<file path="config.mk">
export PLATFORM = sky130hd
export DESIGN_NAME = cordic_post_fp_pack
export DESIGN_NICKNAME = d
export VERILOG_FILES = /design/src/rtl/cordic_post_fp_pack.sv
export SDC_FILE = /design/constraint.sdc
export NUM_CORES = 1
export LEC_CHECK = 0
export CAP_MARGIN = 40
export CORE_MARGIN = 1.5
export CORE_UTILIZATION = 30
export DETAILED_ROUTE_END_ITERATION = 10
export PLACE_DENSITY = 0.57
export SYNTH_ARGS = -nofsm -noshare
export SYNTH_HDL_FRONTEND = slang
export SYNTH_SLANG_ARGS = --single-unit
</file>
<file path="constraint.sdc">
create_clock -name clk -period 5.4 [get_ports clk]
set_clock_uncertainty 0.1 [all_clocks]
set_input_delay 0.81 -clock clk [delete_from_list [all_inputs] [get_ports clk]]
set_output_delay 0.81 -clock clk [all_outputs]
set_load 0.01 [all_outputs]
</file>
<file path="src/rtl/cordic_post_fp_pack.sv">
// CORDIC back end: applies quadrant signs, optionally clamps to 1.0, and packs
// the Q2.FRAC cos/sin pair into IEEE-754 single precision over a 2-stage pipeline.
module cordic_post_fp_pack #(
  parameter int W     = 24,
  parameter int FRAC  = W - 2,
  parameter int CLAMP = 1
) (
  input  logic                clk,
  input  logic                rst,
  input  logic                in_valid,
  output logic                in_ready,
  input  logic signed [W-1:0] cos_fix,
  input  logic signed [W-1:0] sin_fix,
  input  logic                cos_neg,
  input  logic                sin_neg,
  output logic                out_valid,
  input  logic                out_ready,
  output logic [31:0]         cos_fp,
  output logic [31:0]         sin_fp,
  output logic                clamped
);

  localparam logic [W-1:0] ONE = W'(1) << FRAC;

  // Returns {clamp_bit, magnitude}; the most negative input maps cleanly to 2^(W-1).
  function automatic logic [W:0] abs_clamp(input logic signed [W-1:0] fix);
    logic [W-1:0] u;
    logic [W-1:0] mag;
    logic         clp;
    u   = fix;
    mag = u[W-1] ? (~u + W'(1)) : u;
    clp = 1'b0;
    if (CLAMP != 0 && mag > ONE) begin
      mag = ONE;
      clp = 1'b1;
    end
    return {clp, mag};
  endfunction

  // Normalise, then round to nearest even; a zero magnitude always yields +0.
  function automatic logic [31:0] to_fp(input logic sgn, input logic [W-1:0] mag);
    int            p;
    int            e;
    logic [W-1:0]  norm;
    logic [W+22:0] ext;
    logic [22:0]   mant;
    logic [23:0]   mant_r;
    logic          guard;
    logic          sticky;
    logic [31:0]   res;
    p = 0;
    for (int i = 0; i < W; i++) begin
      if (mag[i]) p = i;
    end
    norm   = mag << (W - 1 - p);
    ext    = {norm[W-2:0], 24'd0};
    mant   = ext[W+22 -: 23];
    guard  = ext[W-1];
    sticky = |ext[W-2:0];
    mant_r = {1'b0, mant} + 24'(guard & (sticky | mant[0]));
    e      = 127 + p - FRAC + int'(mant_r[23]);
    if (!norm[W-1]) res = 32'h0000_0000;
    else            res = {sgn, e[7:0], mant_r[22:0]};
    return res;
  endfunction

  logic          vld_p1_q, vld_p1_d;
  logic          vld_p2_q, vld_p2_d;
  logic          s1_adv;
  logic          in_xfer;
  logic [W:0]    cos_ac, sin_ac;
  logic          cos_sgn_p1_q, sin_sgn_p1_q;
  logic          cos_clp_p1_q, sin_clp_p1_q;
  logic [W-1:0]  cos_mag_p1_q, sin_mag_p1_q;
  logic [31:0]   cos_fp_p2_q, sin_fp_p2_q;
  logic          clp_p2_q;

  assign s1_adv   = vld_p1_q & (~vld_p2_q | out_ready);
  assign in_ready = ~vld_p1_q | s1_adv;
  assign in_xfer  = in_valid & in_ready;
  assign cos_ac   = abs_clamp(cos_fix);
  assign sin_ac   = abs_clamp(sin_fix);

  always_comb begin
    vld_p1_d = vld_p1_q;
    if (in_xfer)     vld_p1_d = 1'b1;
    else if (s1_adv) vld_p1_d = 1'b0;
    vld_p2_d = vld_p2_q;
    if (s1_adv)         vld_p2_d = 1'b1;
    else if (out_ready) vld_p2_d = 1'b0;
  end

  always_ff @(posedge clk or negedge rst) begin
    if (!rst) begin
      vld_p1_q <= 1'b0;
      vld_p2_q <= 1'b0;
    end else begin
      vld_p1_q <= vld_p1_d;
      vld_p2_q <= vld_p2_d;
    end
  end

  // ---- stage 1: sign, magnitude, clamp ----
  always_ff @(posedge clk) begin
    if (in_xfer) begin
      cos_sgn_p1_q <= cos_fix[W-1] ^ cos_neg;
      sin_sgn_p1_q <= sin_fix[W-1] ^ sin_neg;
      cos_clp_p1_q <= cos_ac[W];
      sin_clp_p1_q <= sin_ac[W];
      cos_mag_p1_q <= cos_ac[W-1:0];
      sin_mag_p1_q <= sin_ac[W-1:0];
    end
  end

  // ---- stage 2: float packing; outputs read zero out of reset ----
  always_ff @(posedge clk or negedge rst) begin
    if (!rst) begin
      cos_fp_p2_q <= 32'h0;
      sin_fp_p2_q <= 32'h0;
      clp_p2_q    <= 1'b0;
    end else if (s1_adv) begin
      cos_fp_p2_q <= to_fp(cos_sgn_p1_q, cos_mag_p1_q);
      sin_fp_p2_q <= to_fp(sin_sgn_p1_q, sin_mag_p1_q);
      clp_p2_q    <= cos_clp_p1_q | sin_clp_p1_q;
    end
  end

  assign out_valid = vld_p2_q;
  assign cos_fp    = cos_fp_p2_q;
  assign sin_fp    = sin_fp_p2_q;
  assign clamped   = clp_p2_q;

endmodule

</file>
==> out/results.tsv <==
metric	value	unit
Slew headroom	0.4079	
Die Y	179.9	um
Synth area leaders	dfrtp_1 (18%), edfxtp_1 (17%), nand2_1 (6.3%), nor2_1 (4.9%), o21ai_0 (4.3%)	
CP arrival	4.50	ns
Slew Viols, Final	0	
register area	3238	um^2
Core Rows	64	
CP startpoint	cos_mag_p1_q[16]	
syn avg cell area	8.220	um^2
cts hold-fix bufs	0	
CP cell instances	nor4_1 -> nand3_1 -> or2_2 -> clkinv_1 -> ha_1 -> buf_4 -> inv_1 -> buf_4 -> nand2_1 -> mux2i_1 -> mux2i_1 -> a2bb2oi_1 -> and2_1 -> o32ai_1 -> a22o_1	
commonest cells after routing, fill and taps aside	nand2_1 (156), nor2_1 (121), clkdlybuf4s50_1 (119)	
buffers added on ports	120	
reg-to-reg critical path startpoint	cos_mag_p1_q[16]	
Netlist Area Pre-Place	9388	um^2
P_leak	0.004406	uW
H-tree levels	4	
final setup violation count	0	
WL final	28.33	mm
Root Driver	clkbuf_16	
Core Area	30670	um^2
combined area of the multi-input logic cells	5727	um^2
Worst R2R Path Depth	15	
Max-Cap Viols	0	
DP HPWL	21.31	mm
Antenna diodes	0	
Synth Instances	1142	
Max Root-Sink Buffers	2	
1st-iter DRT viols	781	
vias in the first global route	8281	
post-layout net count	1289	
Die Area	32360	um^2
Clock Latency Late Sink	0.41	ns
register clock-pin slew on the reported worst setup and hold paths	0.06	ns
CP required	5.61	ns
Post-CTS Resized	0	
largest net degree at the start of global routing	60	
Crit-path slowest cell	nor4_1	
setup bufs post-CTS	0	
initial antenna violation count	0	
Distinct cells, synth	86	
R2R Setup Slk	1.11	ns
CTS tree	done	
gr busiest metal	met1	
fraction of layout cells with a size suffix above 1	0.08548	
remaining global-route overflow	0	
Ys Warns	0	
Power, Total	3466	uW
Synth Flop Type	dfrtp_1	
slowest stage delay, CP	0.60	ns
CP Capture Type	register	
register bit total from synthesis	119	
setup TNS	0	ns
DRC	0	
GR Util met1	0.2730	
Max IR drop VDD	182.4	uV
Die Wd	179.9	um
R2R Path End	cos_fp[20]	
PD cells	300.0	nW/um^2
Detail Route Antenna Nets	0	
IO Pins	121	
Startpoint Class	register	
most common cell after layout, fill and taps aside	nand2_1	
cell accounting for the most synthesized area	dfrtp_1	
Num CTS Buffers	17	
asr flop ratio synth	0.5630	
first-pass GRT wire length	46.19	mm
fin crit period	4.287	ns
status	finished, final reports clean	
critical path endpoint	cos_fp[20]	
Via density	5.527	
clk sink count	119	
initial core utilization	0.3061	
grt met2 use	0.2334	
M3 GR Usage	0.02917	
Synth top area share	0.1786	
fillcell total	3151	
CP Class	register to register	
Worst-Margin Slew	0.8849	ns
drt pass-1 iters	5	
RSZ-0062 raised after global routing	false	
fmax	0.2332	GHz
worst min path class	input pin to asynchronous set/reset pin	
CP Max Fanout	17	
sequential share of the synthesized area	0.3449	
worst path bufs/invs	4	
GPL Wtd Cong	0.9020	
drt wl/cell	17.32	um
total number of vias	9042	
Final Cycle Share	0.7940	
gr usage total	0.1726	
WP depth	15	
delay-heaviest family, CP	simple AND/OR/NAND/NOR gates	
Post-synth EDFFs	52	
final hold viol count	0	
Area Growth Syn to Fin	23.08	%
## routing by layer
metal / vias to the layer above / part of all wire
li1: 4449 / -
met1: 4232 / 0.53
met2: 324 / 0.39
met3: 37 / 0.059
met4: 0 / 0.019
met5: - / 0
## kinds of logic after synthesis
| logic type | Yosys count | synth area share |
|---|---|---|
| and+or+nand+nor | 466 | 0.2359 |
| AOI/OAI and AO/OA | 343 | 0.2612 |
| DFF | 119 | 0.3449 |
| buffers and inverters | 110 | 0.04691 |
| muxes | 48 | 0.05611 |
| xor gates and xnor gates | 47 | 0.04385 |
| adders and majority gates | 8 | 0.01066 |
| other | 1 | 0.0003995 |
## how the worst min path moves through the flow
| stage | from | to | slack [ns] | depth (start not counted) |
|---|---|---|---|---|
| final | rst | clamped | 0.21 | 2 |
| after global routing | rst | sin_fp[29] | 0.21 | 2 |
| after CTS | rst | clamped | 0.20 | 2 |
| after detailed placement | sin_fp[30] | sin_fp[30] | 0.37 | 2 |
| after global placement | sin_fp[19] | sin_fp[19] | 0.36 | 2 |
| after floorplan | cos_clp_p1_q | clamped | 0.34 | 2 |
## worst reg2reg max path: stages (launching register included)
cell and delay [ns]:
edfxtp_1 0.52, nor4_1 0.60, nand3_1 0.35, or2_2 0.53, clkinv_1 0.10, ha_1 0.36, buf_4 0.24, inv_1 0.10
buf_4 0.18, nand2_1 0.07, mux2i_1 0.08, mux2i_1 0.25, a2bb2oi_1 0.28, and2_1 0.16, o32ai_1 0.07, a22o_1 0.20
## Yosys cell counts, drive strengths merged (7+ instances only)
library cell	instances
nand2	158
nor2	123
o21ai	86
clkbuf	69
dfrtp	67
edfxtp	52
xor2	39
a21oi	38
mux2i	38
nor3	35
nand3	31
a22o	26
inv	24
nor4	18
nand2b	17
o31ai	16
a211oi	15
o211ai	15
or4	15
a21o	14
or2	14
buf	13
a31oi	12
o22ai	12
or3	12
o221ai	11
a221oi	10
nor2b	10
a32o	9
and3	9
o21a	9
and2	8
ha	8
o311ai	8
o32ai	8
xnor2	8
mux2	7
## where the power goes
part	internal [uW]	total (uW)	leakage, uW	switching, uW
Combinational	551	1150	0.00279	598
Sequential	1120	1260	0.00134	141
Clock	635	1060	0.000275	422
Total	2300	3470	0.00441	1160
## cell type report
cell class              instances  area share
multi-input cells             914      0.4956
flip-flops and latches        119      0.2802
repair buffers                147      0.1245
well taps                     396     0.04288
clock buffers                  21     0.04169
inverters                      28    0.009096
clock inverters                11    0.005956
## metrics by stage
stage / instance area (um^2) / hold WS (ns) / cells / utilization / setup WS (ns)
finish: 11550 / 0.2085 / 1636 / 0.3768 / 1.113
global route: 11550 / 0.2053 / 1636 / 0.3768 / 0.7960
CTS: 11550 / 0.2015 / 1636 / 0.3768 / 1.188
detailed placement: 11000 / 0.3668 / 1604 / 0.3588 / 0.8567
global placement: 10950 / 0.3631 / 1602 / 0.3570 / 0.9591
floorplan: 9392 / 0.3409 / 1143 / - / 1.463
## state kept, by name, summed over array words and instances, names as in the netlist
| register | cells |
|---|---|
| cos_clp_p1_q | 1 |
| cos_fp | 32 |
| cos_sgn_p1_q | 1 |
| sin_clp_p1_q | 1 |
| cos_mag_p1_q | 24 |
| sin_fp | 32 |
| sin_sgn_p1_q | 1 |
| out_valid | 1 |
| clamped | 1 |
| sin_mag_p1_q | 24 |
| vld_p1_q | 1 |
(Power assumes the default switching activity.)
